File: config.mk
export PLATFORM = sky130hd
export DESIGN_NAME = joy_remote_encoder
export DESIGN_NICKNAME = d
export VERILOG_FILES = /design/src/rtl/joy_pkg.sv /design/src/rtl/joy_debounce.sv /design/src/rtl/joy_remote_encoder.sv
export SDC_FILE = /design/constraint.sdc
export NUM_CORES = 1
export LEC_CHECK = 0
export CORE_ASPECT_RATIO = 1.75
export CORE_UTILIZATION = 52
export DETAILED_ROUTE_END_ITERATION = 7
export MAX_ROUTING_LAYER = met4
export PLACE_DENSITY = 0.75
export SYNTH_ARGS = -nofsm -noshare
export SYNTH_HDL_FRONTEND = slang
export SYNTH_SLANG_ARGS = --single-unit
File: constraint.sdc
create_clock -name clk -period 1.8 [get_ports clk]
set_clock_uncertainty 0.05 [all_clocks]
set_input_delay 0.18 -clock clk [delete_from_list [all_inputs] [get_ports clk]]
set_output_delay 0.18 -clock clk [all_outputs]
set_load 0.005 [all_outputs]
File: src/rtl/joy_pkg.sv
// Shared types and constants for the remote answer encoder: FSM states,
// idle bus value, player ids and the one-cold answer code map.
package joy_pkg;

  typedef enum logic [1:0] {
    IDLE,
    SEND,
    GAP,
    WAIT_REL
  } joy_state_e;

  localparam logic [7:0] JOY_IDLE = 8'hFF;

  localparam logic [7:0] JOY_P1_A1 = 8'b0111_1111;
  localparam logic [7:0] JOY_P1_A2 = 8'b1011_1111;
  localparam logic [7:0] JOY_P1_A3 = 8'b1101_1111;
  localparam logic [7:0] JOY_P1_A4 = 8'b1110_1111;
  localparam logic [7:0] JOY_P2_A1 = 8'b1111_0111;
  localparam logic [7:0] JOY_P2_A2 = 8'b1111_1011;
  localparam logic [7:0] JOY_P2_A3 = 8'b1111_1101;
  localparam logic [7:0] JOY_P2_A4 = 8'b1111_1110;

  localparam logic [1:0] PLAYER_NONE = 2'd0;
  localparam logic [1:0] PLAYER_1    = 2'd1;
  localparam logic [1:0] PLAYER_2    = 2'd2;

  // Answer number 1..4 from a one-hot button vector (0 if not one-hot).
  function automatic logic [3:0] onehot_to_ans(input logic [3:0] btn);
    logic [3:0] ans;
    ans = 4'd0;
    case (btn)
      4'b0001: ans = 4'd1;
      4'b0010: ans = 4'd2;
      4'b0100: ans = 4'd3;
      4'b1000: ans = 4'd4;
      default: ans = 4'd0;
    endcase
    return ans;
  endfunction

  function automatic logic [7:0] ans_to_code(input logic [1:0] player,
                                             input logic [3:0] ans);
    logic [7:0] code;
    code = JOY_IDLE;
    if (player == PLAYER_1) begin
      case (ans)
        4'd1: code = JOY_P1_A1;
        4'd2: code = JOY_P1_A2;
        4'd3: code = JOY_P1_A3;
        4'd4: code = JOY_P1_A4;
        default: code = JOY_IDLE;
      endcase
    end else if (player == PLAYER_2) begin
      case (ans)
        4'd1: code = JOY_P2_A1;
        4'd2: code = JOY_P2_A2;
        4'd3: code = JOY_P2_A3;
        4'd4: code = JOY_P2_A4;
        default: code = JOY_IDLE;
      endcase
    end
    return code;
  endfunction

endpackage

File: src/rtl/joy_debounce.sv
// Single-button debouncer: the output follows the raw input only after the
// raw value has disagreed with it for DEBOUNCE_CYCLES consecutive edges.
module joy_debounce #(
  parameter int DEBOUNCE_CYCLES = 16
) (
  input  logic clk,
  input  logic rst,
  input  logic raw,
  output logic db
);

  localparam int CW = $clog2(DEBOUNCE_CYCLES + 1);

  logic [CW-1:0] cnt_q, cnt_d;
  logic          db_q, db_d;

  always_comb begin
    db_d  = db_q;
    cnt_d = '0;
    if (raw != db_q) begin
      if (cnt_q == CW'(DEBOUNCE_CYCLES - 1)) begin
        db_d = raw;
      end else begin
        cnt_d = cnt_q + 1'b1;
      end
    end
  end

  always_ff @(posedge clk) begin
    if (rst) begin
      db_q  <= 1'b0;
      cnt_q <= '0;
    end else begin
      db_q  <= db_d;
      cnt_q <= cnt_d;
    end
  end

  assign db = db_q;

endmodule

File: src/rtl/joy_remote_encoder.sv
// Remote-side answer encoder: debounces 2x4 buttons, launches one one-cold
// code per press, then idles the bus and waits for full release.
// Optional JOY_FAIR_ARB_EN: rotating tie-break between players instead of P1 priority.
module joy_remote_encoder
  import joy_pkg::*;
#(
  parameter int DEBOUNCE_CYCLES = 16,
  parameter int HOLD_CYCLES     = 64,
  parameter int GAP_CYCLES      = 8
) (
  input  logic       clk,
  input  logic       rst,
  input  logic [3:0] btn_p1,
  input  logic [3:0] btn_p2,
  input  logic       lock,
  output logic [7:0] hex_joy,
  output logic       busy,
  output logic [1:0] sent_player,
  output logic [3:0] sent_ans
);

  localparam int MAXP = (HOLD_CYCLES > GAP_CYCLES) ? HOLD_CYCLES : GAP_CYCLES;
  localparam int TW   = $clog2(MAXP + 1);

  logic [7:0] raw_all;
  logic [7:0] db_all;
  logic [3:0] db_p1, db_p2;

  assign raw_all = {btn_p2, btn_p1};

  for (genvar i = 0; i < 8; i++) begin : g_db
    joy_debounce #(.DEBOUNCE_CYCLES(DEBOUNCE_CYCLES)) u_db (
      .clk (clk),
      .rst (rst),
      .raw (raw_all[i]),
      .db  (db_all[i])
    );
  end

  assign db_p1 = db_all[3:0];
  assign db_p2 = db_all[7:4];

  joy_state_e    state_q, state_d;
  logic [TW-1:0] cnt_q, cnt_d;
  logic [7:0]    hex_q, hex_d;
  logic          busy_q, busy_d;
  logic [1:0]    sent_player_q, sent_player_d;
  logic [3:0]    sent_ans_q, sent_ans_d;
`ifdef JOY_FAIR_ARB_EN
  logic          prio_q, prio_d;   // 0: P1 wins next tie, 1: P2 wins next tie
`endif

  logic       cand1, cand2, pick_p2;
  logic [1:0] win_player;
  logic [3:0] win_ans;

  always_comb begin
    state_d       = state_q;
    cnt_d         = cnt_q;
    hex_d         = hex_q;
    busy_d        = busy_q;
    sent_player_d = sent_player_q;
    sent_ans_d    = sent_ans_q;
`ifdef JOY_FAIR_ARB_EN
    prio_d        = prio_q;
`endif
    cand1      = (onehot_to_ans(db_p1) != 4'd0);
    cand2      = (onehot_to_ans(db_p2) != 4'd0);
    pick_p2    = 1'b0;
    win_player = PLAYER_NONE;
    win_ans    = 4'd0;

    case (state_q)
      IDLE: begin
        hex_d = JOY_IDLE;
        if (!lock && (cand1 || cand2)) begin
`ifdef JOY_FAIR_ARB_EN
          if (cand1 && cand2) begin
            pick_p2 = prio_q;
            prio_d  = ~prio_q;
          end else begin
            pick_p2 = cand2;
          end
`else
          pick_p2 = !cand1;
`endif
          win_player    = pick_p2 ? PLAYER_2 : PLAYER_1;
          win_ans       = onehot_to_ans(pick_p2 ? db_p2 : db_p1);
          hex_d         = ans_to_code(win_player, win_ans);
          sent_player_d = win_player;
          sent_ans_d    = win_ans;
          cnt_d         = '0;
          busy_d        = 1'b1;
          state_d       = SEND;
        end
      end
      SEND: begin
        if (cnt_q == TW'(HOLD_CYCLES - 1)) begin
          hex_d   = JOY_IDLE;
          cnt_d   = '0;
          state_d = GAP;
        end else begin
          cnt_d = cnt_q + 1'b1;
        end
      end
      GAP: begin
        if (cnt_q == TW'(GAP_CYCLES - 1)) begin
          cnt_d   = '0;
          state_d = WAIT_REL;
        end else begin
          cnt_d = cnt_q + 1'b1;
        end
      end
      WAIT_REL: begin
        if (db_all == 8'd0) begin
          busy_d  = 1'b0;
          state_d = IDLE;
        end
      end
      default: begin
        hex_d   = JOY_IDLE;
        busy_d  = 1'b0;
        cnt_d   = '0;
        state_d = IDLE;
      end
    endcase
  end

  always_ff @(posedge clk) begin
    if (rst) begin
      state_q       <= IDLE;
      cnt_q         <= '0;
      hex_q         <= JOY_IDLE;
      busy_q        <= 1'b0;
      sent_player_q <= PLAYER_NONE;
      sent_ans_q    <= 4'd0;
`ifdef JOY_FAIR_ARB_EN
      prio_q        <= 1'b0;
`endif
    end else begin
      state_q       <= state_d;
      cnt_q         <= cnt_d;
      hex_q         <= hex_d;
      busy_q        <= busy_d;
      sent_player_q <= sent_player_d;
      sent_ans_q    <= sent_ans_d;
`ifdef JOY_FAIR_ARB_EN
      prio_q        <= prio_d;
`endif
    end
  end

  assign hex_joy     = hex_q;
  assign busy        = busy_q;
  assign sent_player = sent_player_q;
  assign sent_ans    = sent_ans_q;

endmodule

==> impl_results.md, run 1 <==
* Global route total overflow at 0
* ANT cells at 0
* DRC viols at 0
* Post-route fraction of the period consumed by the critical path at 1.07
* Buffering stage count on the worst path with inverters included at 0
* Number of antenna violations at the first check in global routing at 0
* GRT Util Overall at 0.236
* Top cells by area in the synthesized netlist: dfxtp_1 42%, ha_1 7.8%, nor2_1 6.4%, xnor2_1 4.9%, inv_1 3.2%
* Clock insertion delay at the later pin of the skew report at 0.35 ns
* Hold slack at between 0.3 and 0.4 ns
* Number of flip-flops and latches in the synthesized netlist at 71
* Post-synthesis mux area share at 0.0329
* Standard cell core area at roughly 6200 um^2
* DR WL/cell at 14.0 um
* Switching share of power at 0.224
* Fraction of the yosys area taken by sequential cells at 0.419
* Leading cell type in the layout, fill and taps excluded: dfxtp_1
* Clock transition at the registers of the reported paths at 0.07 ns
* Sinks on the clock net at 71
* Global-route wire length before repair at between 10000 and 15000 um
* Fin. max-slew vios at 0
* Number of enable flip-flop cells after synthesis at 0
* Leak pwr at about 1.7 nW
* Number of setup violations in the final report at 12
* Fraction of layout instances using a drive strength above 1 at 0.227
* Max rail drop VDD at ~0.45 mV
* Main combinational cell family by area after synthesis: simple AND/OR/NAND/NOR gates
* Power Density at ~630 nW/um^2
* Starting utilization of the core area at 0.544
* Fill cell count at about 480
* Flop pwr share at 0.584
* Final min period at 1.93 ns
* Die Wd at 63.0 um
* Clock Tree Buf Depth at 2
* Total of buffers placed on input and output ports at 24
* Average size of a mapped cell at 9.04 um^2
* Result of the run: finished with violations
* Net switching power at 0.613 mW
* Violations in the final reports: setup timing
* Number of nets in the finished design at 478
* Num ports at 26
* Largest net degree at the start of global routing at 18
* Critical-path top delay cell: or4b_4
* Area after detailed placement at 4020 um^2
* Length of the first detailed-routing pass in iterations at 4
* Critical-path maximum fanout at 7
* Placer Congestion at 0.877
* Commonest register cell after synthesis: dfxtp_1
* Yosys warning count at 0
* Area used by multi-input combinational logic at 1880 um^2
* Number of different library cells in the post-synthesis netlist at 52
* Post-synth ARST share at 0
* Synthesis-to-layout area growth at 27.8%
* Crit path max-delay family: compound AO/OA/AOI/OAI gates
* Dominant cell type by area after synthesis: dfxtp_1
* Inserted Clock Buffers at 9
* Vias in the first global route at around 2800
* Post-layout power at 2.74 mW
* Yosys top cell area share at 0.419
* Compound-Gate Fraction of Synth Area at 0.149
* Post-Synth XOR/XNOR Area at 0.0698
* Critical Path Sink Type: flop
* Unrepaired setup endpoints after global routing: yes
* Simple-gate share of the synthesized area at 0.187
* Cell Chain, Critical Path: or4b_4 -> o211a_4 -> a21o_4 -> a221oi_1 -> o32ai_1
* GR Layer Usage met3 at 0.0659
* DIE HEIGHT at 109 um
* Longest individual stage delay on the worst path at between 0.5 and 0.6 ns
* Via/cell ratio at between 5 and 6
* Portion of total power attributed to the clock network at 0.371
* TritonCTS clock tree: built
* Synth Instances at 375
* Detailed-placement wirelength estimate at 5330 um
* Cts-stage hold buffer count at 0
* Peak clock frequency supported by timing at 519 MHz
* Final routed wirelength across all metal layers at 7390 um
* Clock root cell: clkbuf_8
* Area of all placed cells without fillers at about 4300 um^2
* Data arrival at the endpoint of the critical path at 2.10 ns
* Count of routing violations after the opening detailed-route iteration at 173
* Number of levels the H-tree was split into at 3
* Via total after detailed routing at 2883
* Fin worst setup slack at -0.128 ns
* Site row count at 38
* Total Die Area at 6860 um^2
* Adder and majority gate portion of the synthesized area at 0.0805
* Total nets after synthesis at between 400 and 500
* GR Util met1 at 0.227
* Class of the most critical hold timing path: reg -> reg
* Combinational Power Share at 0.046
* Post-synthesis instance area at 3390 um^2
* Area taken by flip-flops and latches at 1430 um^2
* Total internal power at about 2.1 mW
* Required time of the worst setup path at around 2.0 ns
* Leading cell types in the layout, fill and taps excluded: 65 x dfxtp_1, 56 x nor2_1, 47 x buf_4
* Kind of start point of the critical path: flop
* Hold violation total from the final report at 0
* Global-route track usage on met2 at 0.429
* Busiest layer in global routing: met2
* Max-cap violations at 0
* Kind of critical path: reg -> reg
* Number of antenna-violating nets in the routed design at 0
-- stage by stage --
stage	setup slack, ns	cells	util	setup TNS, ns
4_1_cts	-0.145	529	0.681	-0.845
5_1_grt	-0.205	529	0.695	-1.90
2_1_floorplan	-0.136	375	-	-0.743
3_3_place_gp	-0.105	510	0.645	-0.750
3_5_place_dp	-0.186	510	0.645	-1.25
6_report	-0.128	529	0.695	-0.884
-- registers in the layout, summed over array words and instances (netlist names) --
signal and cells:
sent_ans 3, g_db.u_db.cnt_q 40, state_q 2, hex_joy 8
sent_player 2, cnt_q 7, busy 1, g_db.u_db.db 8
-- kinds of logic after synthesis --
kind of cell / after synthesis
flip-flops: 71
AND/OR/NAND/NOR: 130
buffers and inverters: 46
multiplexers: 11
other: 1
XOR/XNOR: 27
AO/OA/AOI/OAI: 67
adder cells (fa/ha/maj): 22
-- metal layers --
metal	share of wire	routed length, um
met5	0	0
met1	0.39	2910
met3	0.032	240
met2	0.54	4010
met4	0.030	223
-- repair_timing --
item / CTS / global route
pin swaps: 13 / 8
setup buffers: 5 / 0
setup endpoints to repair: 16 / 22
hold endpoints to repair: 0 / 0
gates resized for setup: 17 / 19
-- cell usage after synthesis (all sizes together), types with 10 or more instances --
| library cell | instances |
|---|---|
| a21oi | 12 |
| buf | 10 |
| dfxtp | 71 |
| ha | 21 |
| inv | 29 |
| mux2i | 10 |
| nand2 | 19 |
| nand3 | 11 |
| nor2 | 58 |
| o21ai | 13 |
| or3 | 16 |
| xnor2 | 19 |
-- area by class of cell --
type,count,share of cell area
tap,80,0.0231
timing repair buffer,77,0.153
multi-input combinational,258,0.434
sequential,71,0.331
clock buffer,12,0.0312
clock inverter,2,0.00231
inverter,29,0.0251
-- path summary, 6_finish.rpt --
path,start,endpoint,slack (ns),cells after the start
hold reg to reg,g_db[4].u_db.cnt_q[0]$_SDFF_PP0_,g_db[4].u_db.cnt_q[0]$_SDFF_PP0_,0.40,1
setup / recovery,g_db[1].u_db.db$_SDFFE_PP0P_,cnt_q[6]$_SDFFE_PP0P_,-0.13,5
hold / removal,g_db[4].u_db.cnt_q[0]$_SDFF_PP0_,g_db[4].u_db.cnt_q[0]$_SDFF_PP0_,0.40,1
setup reg to reg,g_db[1].u_db.db$_SDFFE_PP0P_,cnt_q[6]$_SDFFE_PP0P_,-0.13,5
-- power groups by stage --
stage / logic, mW / clock network (mW) / registers, mW
after floorplan: 0.0706 / 0 / 1.63
after global placement: 0.117 / 0 / 1.63
after detailed placement: 0.120 / 0 / 1.64
after CTS: 0.123 / 1.04 / 1.60
after global routing: 0.138 / 1.12 / 1.60
final: 0.125 / 1.01 / 1.60
Note: power is estimated with default switching activity, not from simulation.
==> inputs of run 2 (changes only) <==
Settings changed: CELL_PAD_IN_SITES_DETAIL_PLACEMENT from default to 0, CELL_PAD_IN_SITES_GLOBAL_PLACEMENT from default to 2, CORE_UTILIZATION 52 to 33, PLACE_DENSITY 0.75 to default, PLACE_DENSITY_LB_ADDON from default to 0.1, RECOVER_POWER from default to 100.
==> impl_results.md, run 2 (same netlist as run 1, synthesis figures left out) <==
* Longest individual stage delay on the worst path at about 0.55 ns
* Area of all placed cells without fillers at 4630 um^2
* Unrepaired setup endpoints after global routing: yes
* Global route total overflow at 0
* Combinational Power Share at 0.037
* Total internal power at 2.72 mW
* DRC viols at 0
* Total Die Area at ~11000 um^2
* Leak pwr at between 1.5 and 2 nW
* Detailed-placement wirelength estimate at a little under 6000 um
* Global-route wire length before repair at roughly 13000 um
* Total of buffers placed on input and output ports at 24
* Clock Tree Buf Depth at 2
* Violations in the final reports: setup timing
* Via/cell ratio at 4.86
* DR top layer: met4
* Routed length on met1 at 3190 um
* DIE HEIGHT at 136 um
* Fraction of layout instances using a drive strength above 1 at 0.252
* Clock insertion delay at the later pin of the skew report at between 0.3 and 0.4 ns
* Data arrival at the endpoint of the critical path at 2.13 ns
* Power Density at between 700 and 800 nW/um^2
* Number of antenna-violating nets in the routed design at 0
* Number of setup violations in the final report at 13
* Die Wd at 78.6 um
* Inserted Clock Buffers at 9
* Post-Place Worst Slack at -0.160 ns
* Critical Path Sink Type: flop
* Via total after detailed routing at 2849
* Portion of total power attributed to the clock network at 0.501
* DR WL/cell at about 13 um
* WL met3 at approximately 170 um
* Fin worst setup slack at -0.169 ns
* Leading cell types in the layout, fill and taps excluded: 64 x dfxtp_1, 57 x nor2_1, 55 x buf_4
* Critical-path top delay cell: or4b_4
* Clock root cell: clkbuf_16
* Fin. max-slew vios at 0
* Final routed wirelength across all metal layers at 7790 um
* Required time of the worst setup path at 1.96 ns
* Kind of start point of the critical path: flop
* Switching share of power at 0.215
* Clock transition at the registers of the reported paths at 0.06 ns
* Kind of critical path: reg -> reg
* Largest net degree at the start of global routing at 22
* Number of levels the H-tree was split into at 3
* Hold violation total from the final report at 0
* Register name with the most flops: g_db.u_db.cnt_q
* Area after detailed placement at roughly 4100 um^2
* Result of the run: finished with violations
* Standard cell core area at slightly below 10000 um^2
* Final min period at 1.97 ns
* Crit path max-delay family: compound AO/OA/AOI/OAI gates
* Placer Congestion at between 0.7 and 0.8
* Max reg flops at 40
* Count of routing violations after the opening detailed-route iteration at 105
* Leading cell type in the layout, fill and taps excluded: dfxtp_1
* Number of antenna violations at the first check in global routing at 0
* Starting utilization of the core area at 0.342
* Net switching power at 0.744 mW
* Buffering stage count on the worst path with inverters included at 1
* TritonCTS clock tree: built
* GRT Util Overall at 0.163
* Num ports at 26
* Post-layout power at 3.46 mW
* ANT cells at 0
* Vias in the first global route at roughly 2800
* Flop pwr share at 0.462
* Cell Chain, Critical Path: or4b_4 -> o211a_4 -> a21o_4 -> buf_4 -> a221oi_2 -> o32ai_1
* Max-cap violations at 0
* Number of nets in the finished design at 489
* Site row count at 48
* WL met2 at 4190 um
* Peak clock frequency supported by timing at 508 MHz
* Post-route fraction of the period consumed by the critical path at 1.09
* Synthesis-to-layout area growth at 36.7%
* Class of the most critical hold timing path: reg -> reg
* Critical-path maximum fanout at 7
* Length of the first detailed-routing pass in iterations at 4
* Max rail drop VDD at around 0.52 mV
* Sinks on the clock net at between 70 and 80
run 2: cell count changes in the layout (fill, tap and decap cells not counted), moves of 3 or more:
cell,delta
clkbuf_8,-9
clkdlybuf4s50_1,-14
buf_4,+8
o21ai_1,-3
dlygate4sd3_1,+14
clkbuf_16,+9
run 2: repair_timing:
item,in CTS,in global routing
pin swaps,14,12
endpoints found under the setup margin,19,23
endpoints found under the hold margin,0,0
buffers inserted,3,9
gates resized for setup,20,16
hold buffers,0,0
cloned,0,0
run 2: power by group through the flow:
stage	registers (mW)	clock network, mW	logic, mW
after floorplan	1.63	0	0.0706
after global placement	1.64	0	0.127
after detailed placement	1.64	0	0.127
after CTS	1.60	1.79	0.129
after global routing	1.60	1.86	0.146
final	1.60	1.73	0.129
run 2: cell type report:
type	count	area (um^2)
Clock buffer	10	229
Multi-Input combinational cell	258	1880
Sequential cell	71	1440
Clock inverter	5	58.8
Inverter	29	109
Timing Repair Buffer	88	759
Fill cell	1002	5280
Tap cell	125	156
run 2: metal layers:
metal,vias to the layer above,global-route usage
li1,1470,-
met1,1330,0.169
met2,33,0.280
met3,16,0.0302
met4,0,0.0998
met5,-,-
run 2: final timing paths:
path	slack [ns]	to	startpoint	cells after the start
max	-0.17	cnt_q[4]$_SDFFE_PP0P_	g_db[3].u_db.db$_SDFFE_PP0P_	6
min	0.39	g_db[4].u_db.cnt_q[0]$_SDFF_PP0_	g_db[4].u_db.cnt_q[0]$_SDFF_PP0_	1
max reg2reg	-0.17	cnt_q[4]$_SDFFE_PP0P_	g_db[3].u_db.db$_SDFFE_PP0P_	6
min reg2reg	0.39	g_db[4].u_db.cnt_q[0]$_SDFF_PP0_	g_db[4].u_db.cnt_q[0]$_SDFF_PP0_	1
run 2: metrics by stage:
step,cells,util,hold slack (ns),TNS [ns]
4_1_cts,577,0.454,0.398,-1.05
3_5_place_dp,559,0.416,0.387,-1.44
6_report,586,0.467,0.394,-1.05
2_1_floorplan,375,-,0.277,-0.743
3_3_place_gp,559,0.416,0.378,-0.936
5_1_grt,586,0.467,0.420,-2.30
==> inputs of run 3 (changes only) <==
Settings changed: SLEW_MARGIN from default to 5.
==> results of run 3 <==
Same layout as run 2: the final DEF is identical, and so are final timing and power.
